### src/rtl/operand_fetcher_if.sv
// operand_fetcher_if: memory read port plus the output word stream of the operand fetcher.
// master = fetcher side, slave = memory/consumer side.
interface operand_fetcher_if #(
    parameter int unsigned width    = 128,
    parameter int unsigned log_size = 10
);
    logic [log_size-1:0] out_mem_address;
    logic                out_mem_read_en;
    logic [width-1:0]    in_mem_data;
    logic [width-1:0]    out_data;
    logic                out_valid;
    logic                in_ready;

    modport master (
        output out_mem_address, out_mem_read_en, out_data, out_valid,
        input  in_mem_data, in_ready
    );

    modport slave (
        input  out_mem_address, out_mem_read_en, out_data, out_valid,
        output in_mem_data, in_ready
    );
endinterface

### src/rtl/operand_fetcher.sv
// operand_fetcher: walks a run of multi-cell words in block memory, absorbs the memory's
// one-cycle read latency and streams words out through a 2-entry skid FIFO.
// Optional feature: define OPFETCH_STRIDE_EN to add the in_stride port (programmable
// address increment); otherwise words are contiguous (increment = blocks).
module operand_fetcher #(
    parameter int unsigned size       = 1024,
    parameter int unsigned blocks     = 4,
    parameter int unsigned log_size   = 10,
    parameter int unsigned cell_width = 32,
    localparam int unsigned width     = blocks * cell_width
) (
    input  logic                in_clk,
    input  logic                in_reset,
    input  logic                in_start,
    input  logic [log_size-1:0] in_base_addr,
    input  logic [log_size:0]   in_count,
`ifdef OPFETCH_STRIDE_EN
    input  logic [log_size-1:0] in_stride,
`endif
    operand_fetcher_if.master   bus,
    output logic                out_busy,
    output logic                out_done
);

    localparam logic [log_size-1:0] AddrMask = log_size'(size - 1);
    localparam logic [log_size-1:0] Step     = log_size'(blocks);

    typedef enum logic [1:0] {StIdle, StFetch, StDrain} state_e;

    state_e              state_q, state_d;
    logic [log_size-1:0] addr_q;
    logic [log_size:0]   count_q, issued_q;
    logic                setup_q;
    logic                inflight_q;
    logic                zero_done_q;
    logic [width-1:0]    fifo_q [2];
    logic                wr_ptr_q, rd_ptr_q;
    logic [1:0]          occ_q;
`ifdef OPFETCH_STRIDE_EN
    logic [log_size-1:0] stride_q;
`endif

    logic                pop, push, room, issue, drain_done, accept;
    logic [2:0]          pending;
    logic [log_size-1:0] step, addr_next;

`ifdef OPFETCH_STRIDE_EN
    assign step = stride_q;
`else
    assign step = Step;
`endif

    assign pop        = bus.out_valid && bus.in_ready;
    assign push       = inflight_q;
    // Reads already committed to the FIFO: stored words plus the one on the memory bus.
    assign pending    = {1'b0, occ_q} + {2'b00, inflight_q};
    assign room       = pending < (3'd2 + {2'b00, pop});
    // setup_q holds off the first FETCH cycle so the first read lands one edge after start.
    assign issue      = (state_q == StFetch) && !setup_q && room;
    assign drain_done = (state_q == StDrain) && (occ_q == 2'd0) && !inflight_q;
    assign accept     = (state_q == StIdle) && in_start && (in_count != '0);
    assign addr_next  = (addr_q + step) & AddrMask;

    assign bus.out_mem_address = addr_q;
    assign bus.out_mem_read_en = issue;
    assign bus.out_data        = fifo_q[rd_ptr_q];
    assign bus.out_valid       = occ_q != 2'd0;
    assign out_busy            = state_q != StIdle;
    assign out_done            = drain_done || zero_done_q;

    // Next-state logic for the run sequencer.
    always_comb begin
        state_d = state_q;
        unique case (state_q)
            StIdle:  if (accept) state_d = StFetch;
            StFetch: if (issue && (issued_q + (log_size + 1)'(1) == count_q)) state_d = StDrain;
            StDrain: if (drain_done) state_d = StIdle;
            default: state_d = StIdle;
        endcase
    end

    // State register.
    always_ff @(posedge in_clk or negedge in_reset) begin
        if (!in_reset) state_q <= StIdle;
        else           state_q <= state_d;
    end

    // Run parameters, address walk, in-flight tracking and zero-count done pulse.
    always_ff @(posedge in_clk or negedge in_reset) begin
        if (!in_reset) begin
            addr_q      <= '0;
            count_q     <= '0;
            issued_q    <= '0;
            setup_q     <= 1'b0;
            inflight_q  <= 1'b0;
            zero_done_q <= 1'b0;
`ifdef OPFETCH_STRIDE_EN
            stride_q    <= '0;
`endif
        end else begin
            inflight_q  <= issue;
            zero_done_q <= (state_q == StIdle) && in_start && (in_count == '0);
            if (accept) begin
                addr_q   <= in_base_addr;
                count_q  <= in_count;
                issued_q <= '0;
                setup_q  <= 1'b1;
`ifdef OPFETCH_STRIDE_EN
                stride_q <= in_stride;
`endif
            end else if (state_q == StFetch) begin
                setup_q <= 1'b0;
                if (issue) begin
                    addr_q   <= addr_next;
                    issued_q <= issued_q + (log_size + 1)'(1);
                end
            end
        end
    end

    // Two-entry skid FIFO; push only on the cycle the memory drives valid data.
    always_ff @(posedge in_clk or negedge in_reset) begin
        if (!in_reset) begin
            fifo_q[0] <= '0;
            fifo_q[1] <= '0;
            wr_ptr_q  <= 1'b0;
            rd_ptr_q  <= 1'b0;
            occ_q     <= 2'd0;
        end else begin
            if (push) begin
                fifo_q[wr_ptr_q] <= bus.in_mem_data;
                wr_ptr_q         <= ~wr_ptr_q;
            end
            if (pop) rd_ptr_q <= ~rd_ptr_q;
            occ_q <= occ_q + {1'b0, push} - {1'b0, pop};
        end
    end

endmodule

### src/flat_wrapper.sv
// flat-port wrapper written by rule: the top's interface ports become plain ports
module operand_fetcher_flat 
#(
    parameter int unsigned size       = 1024,
    parameter int unsigned blocks     = 4,
    parameter int unsigned log_size   = 10,
    parameter int unsigned cell_width = 32,
    localparam int unsigned width     = blocks * cell_width
)
  (in_clk, in_reset, in_start, in_base_addr, in_count, out_busy, out_done, bus_out_mem_address, bus_out_mem_read_en, bus_out_data, bus_out_valid, bus_in_mem_data, bus_in_ready);
  operand_fetcher_if #(.width((128)), .log_size(log_size)) bus_i ();
  input  logic in_clk;
  input  logic in_reset;
  input  logic in_start;
  input  logic [log_size-1:0] in_base_addr;
  input  logic [log_size:0] in_count;
  output logic out_busy;
  output logic out_done;
  output wire logic [$bits(bus_i.out_mem_address)-1:0] bus_out_mem_address;
  output wire logic [$bits(bus_i.out_mem_read_en)-1:0] bus_out_mem_read_en;
  output wire logic [$bits(bus_i.out_data)-1:0] bus_out_data;
  output wire logic [$bits(bus_i.out_valid)-1:0] bus_out_valid;
  input wire logic [$bits(bus_i.in_mem_data)-1:0] bus_in_mem_data;
  input wire logic [$bits(bus_i.in_ready)-1:0] bus_in_ready;
  assign bus_out_mem_address = bus_i.out_mem_address;
  assign bus_out_mem_read_en = bus_i.out_mem_read_en;
  assign bus_out_data = bus_i.out_data;
  assign bus_out_valid = bus_i.out_valid;
  assign bus_i.in_mem_data = bus_in_mem_data;
  assign bus_i.in_ready = bus_in_ready;
  operand_fetcher #(.size(size), .blocks(blocks), .log_size(log_size), .cell_width(cell_width)) u_core (.in_clk(in_clk), .in_reset(in_reset), .in_start(in_start), .in_base_addr(in_base_addr), .in_count(in_count), .bus(bus_i), .out_busy(out_busy), .out_done(out_done));
endmodule
### config.mk
export PLATFORM = sky130hd
export DESIGN_NAME = operand_fetcher_flat
export DESIGN_NICKNAME = d
export VERILOG_FILES = /design/src/rtl/operand_fetcher_if.sv /design/src/rtl/operand_fetcher.sv /design/src/flat_wrapper.sv
export SDC_FILE = /design/constraint.sdc
export NUM_CORES = 1
export LEC_CHECK = 0
export BUFFER_PORTS_ARGS = -buffer_cell sky130_fd_sc_hd__buf_2
export CAP_MARGIN = 15
export CORE_ASPECT_RATIO = 1.25
export CORE_MARGIN = 4
export CORE_UTILIZATION = 50
export CTS_CLUSTER_SIZE = 28
export DETAILED_ROUTE_END_ITERATION = 10
export PLACE_DENSITY = 0.72
export SETUP_SLACK_MARGIN = 0.4
export SLEW_MARGIN = 20
export SYNTH_ARGS = -nofsm -noshare
export SYNTH_HDL_FRONTEND = slang
export SYNTH_SLANG_ARGS = --single-unit
### constraint.sdc
create_clock -name in_clk -period 2.2 [get_ports in_clk]
set_input_delay 0.44 -clock in_clk [delete_from_list [all_inputs] [get_ports in_clk]]
set_output_delay 0.44 -clock in_clk [all_outputs]
set_load 0.02 [all_outputs]
==> impl_results.md <==
* Outcome: complete, but fails checks
* Failing checks: setup timing
* Critical path class: register to output port
* Root Buffer: clkbuf_16
* Fin cells at between 1500 and 2000
* Drt wl/cell at 20.7 µm
* TritonCTS Sinks at 297
* Die X at ~150 µm
* CP cell instances: buf_12 > buf_16 > mux2_2 > buf_2
* DR iter-0 viols at 297
* Mapped Cells at 911
* Setup crit start kind: register
* First-pass GRT wire length at 51.5 mm
* Setup slack after layout at -0.116 ns
* GR Util All Layers at a little over a fifth
* Cell Pwr Density at 1880 nW/µm²
* FF+latch count, synth at 297
* WP data arrival at 1.88 ns
* Placed cell areas at 15300 µm²
* Share of cells above drive strength 1 at around 67%
* Final min period at 2.32 ns
* CTS Buf Count at 30
* Synth top area share at 56.0%
* Fin crit share at 105%
* Ranking of synthesized cells by area: dfrtp_1, mux2_2, clkbuf_1, o21ai_0, xnor2_1
* Sequential Area at about 7400 µm²
* Largest net degree at the start of global routing at roughly 80
* Slew margin rel. at 72.0%
* Gp weighted congestion at between 0.8 and 0.9
* Port-buffer cells at 294
* Design area at ~18000 µm²
* Least-Margin Pin Slew at 0.420 ns
* Met2 routed WL at 17.3 mm
* Slew Limit Fails at 0
* Htree depth at 1
* Finished Core Util at 67.7%
* DRC at 0
* Initial Utilization at 50.8%
* Seq/Total Area, Yosys at between 50% and 60%
* Max Fclk at 0.432 GHz
* Net Count, Synth at 1070
* Mapped Avg Cell Area at 14.6 µm²
* Met3 WL at 1.68 mm
* Inst Count DP at 1514
* Metal-1 WL at 13.2 mm
* Clk_skew at 0.00897 ns
* Final Setup Violations at between 100 and 150
* Final wirelength at 33.2 mm
* CTS max path bufs at 3
* CP required at roughly 1.8 ns
* Via count at 8773
* DPL Wire Length at 20.7 mm
* Yosys Warn Count at 0
* Initial antenna violation count at 4
* Area growth syn-to-layout at 33.2%
* FFs w/ async S/R, synth at 100%
* Post-synth EDFFs at 0
* Hold Crit Class: input pin to register
* CP endpoint kind: output port
* Max-cap violations at 0
* Cell taking the most area after synthesis: dfrtp_1
* Area occupied by multi-input gates at ~5800 µm²
* Number of core rows at 66
* Post-synth top cells: mux2_2, dfrtp_1, clkbuf_1
* Max stage delay on crit path at 0.48 ns
* Overall power at 33.2 mW
* Vias in the first global route at approximately 9400
* Final Hold Viols at 0
* Io pins at around 300
* Via/cell ratio at 5.47
* Max Used Layer: met5
* Lkg Pwr at 7.90 nW
* Detailed Routing Iterations Pass 1 at 4
* Die area at 29200 µm²
* Filler cell count in the final layout at 1852
* Clock Pin Slew Worst Setup and Hold Paths at 0.06 ns
* Yosys cell types at 53
* Skew-Pair Late Insertion Delay at 0.54 ns
* Total gr overflow at 0
* CP max FO at 11
* Peak VDD IR at 0.00141 V
* RSZ-0062 raised after global routing: yes
* Layout Nets at 1398
* CTS tree: done
* Core Box Area at 26100 µm²
* Die Height at 190 µm
* Main synth FF type: dfrtp_1
* Post-Syn Area at 13300 µm²
* Final Hold Slack at 0.118 ns
* Slowest CP cell: dfrtp_4
* Post-DRT Antenna Nets at 0
* Count leader, synth: mux2_2
kinds of logic after synthesis:
family,count (synthesis),share of synthesized area [%]
adders and majority gates,6,0.566
and+or+nand+nor,83,3.54
AOI/OAI and AO/OA,53,2.89
DFF,297,56.0
muxes,399,33.9
buffers and inverters,59,2.18
xor gates and xnor gates,14,0.925
repair_timing:
| item | 4_1_cts | 5_1_grt |
|---|---|---|
| setup endpoints to repair | 161 | 204 |
| buffers inserted | 6 | 12 |
| endpoints found under the hold margin | 23 | 0 |
| resized for setup | 111 | 158 |
| pin swaps | 6 | 9 |
| gates cloned | 8 | 6 |
| hold buffers | 1 | 0 |
sequential cells by signal (all words and copies together), names as in the netlist:
signal / flops
u_core.issued_q: 11
u_core.count_q: 11
u_core.setup_q: 1
u_core.rd_ptr_q: 1
u_core.fifo_q: 256
u_core.bus.out_mem_address: 10
u_core.wr_ptr_q: 1
u_core.occ_q: 2
u_core.state_q: 2
u_core.inflight_q: 1
u_core.zero_done_q: 1
final cells by class:
cell class | count | share of cell area, %
Multi-Input combinational cell | 555 | 32.9
Clock buffer | 45 | 5.09
Sequential cell | 297 | 42.1
Tap cell | 340 | 2.41
Inverter | 6 | 0.170
Timing Repair Buffer | 349 | 16.5
Antenna cell | 3 | 0.0425
Clock inverter | 9 | 0.701
where the power goes:
| part | switching, mW | internal (mW) | leakage [nW] | total [mW] |
|---|---|---|---|---|
| Combinational | 8.41 | 9.80 | 3.89 | 18.2 |
| Sequential | 1.48 | 8.23 | 3.50 | 9.70 |
| Clock | 2.09 | 3.15 | 0.507 | 5.24 |
metal layers:
metal / up-vias / global-route usage (%)
met4: 2 / 6.25
met2: 248 / 38.5
met5: - / 0
met3: 60 / 3.69
li1: 3978 / -
met1: 4485 / 27.2
path summary, 6_finish.rpt:
kind / cells past startpoint / from / slack (ns) / endpoint
worst max-delay path: 4 / u_core.rd_ptr_q / -0.12 / bus_out_data[5]
min in group asynchronous: 2 / in_reset / 0.33 / u_core.fifo_q[99]
worst min-delay path: 3 / in_base_addr[3] / 0.12 / u_core.bus.out_mem_address[3]
worst min register to register: 1 / u_core.fifo_q[79] / 0.50 / u_core.fifo_q[79]
max in group asynchronous: 3 / in_reset / 1.16 / u_core.fifo_q[253]
worst max register to register: 6 / u_core.state_q[0] / 0.28 / u_core.count_q[1]
metrics by stage:
stage / setup slack [ns] / setup TNS (ns)
floorplan: 0.330 / 0
global placement: 0.254 / 0
detailed placement: 0.209 / 0
CTS: -0.163 / -13.34
global route: -0.188 / -17.98
finish: -0.116 / -9.73
cells in the final DEF (no fill, tap or decap), types with 3 or more instances in the layout:
cell type,count
nor3b_1,4
inv_4,3
a221o_1,7
o21ai_2,3
clkbuf_1,7
xnor2_1,9
nand2b_1,4
o21ai_1,4
bufinv_16,3
mux2_2,372
clkbuf_8,7
nand2_1,13
buf_4,38
ha_4,4
mux2_4,25
buf_12,15
nor2_1,5
buf_6,76
o31ai_1,4
a21o_1,5
nand3_1,6
buf_16,10
o21ai_0,12
nor3_1,15
and3_1,4
dfrtp_1,290
a31oi_1,3
nand2_4,3
clkbuf_16,37
buf_2,201
clkinv_2,5
dfrtp_2,6
diode_2,3
xor2_1,4
worst max-delay path, delay by kind of cell, from the launching register on:
family | cells | cell delay [ns]
DFF | 1 | 0.48
muxes | 1 | 0.36
buffers and inverters | 3 | 0.49
Note: power is estimated with default switching activity, not from simulation.
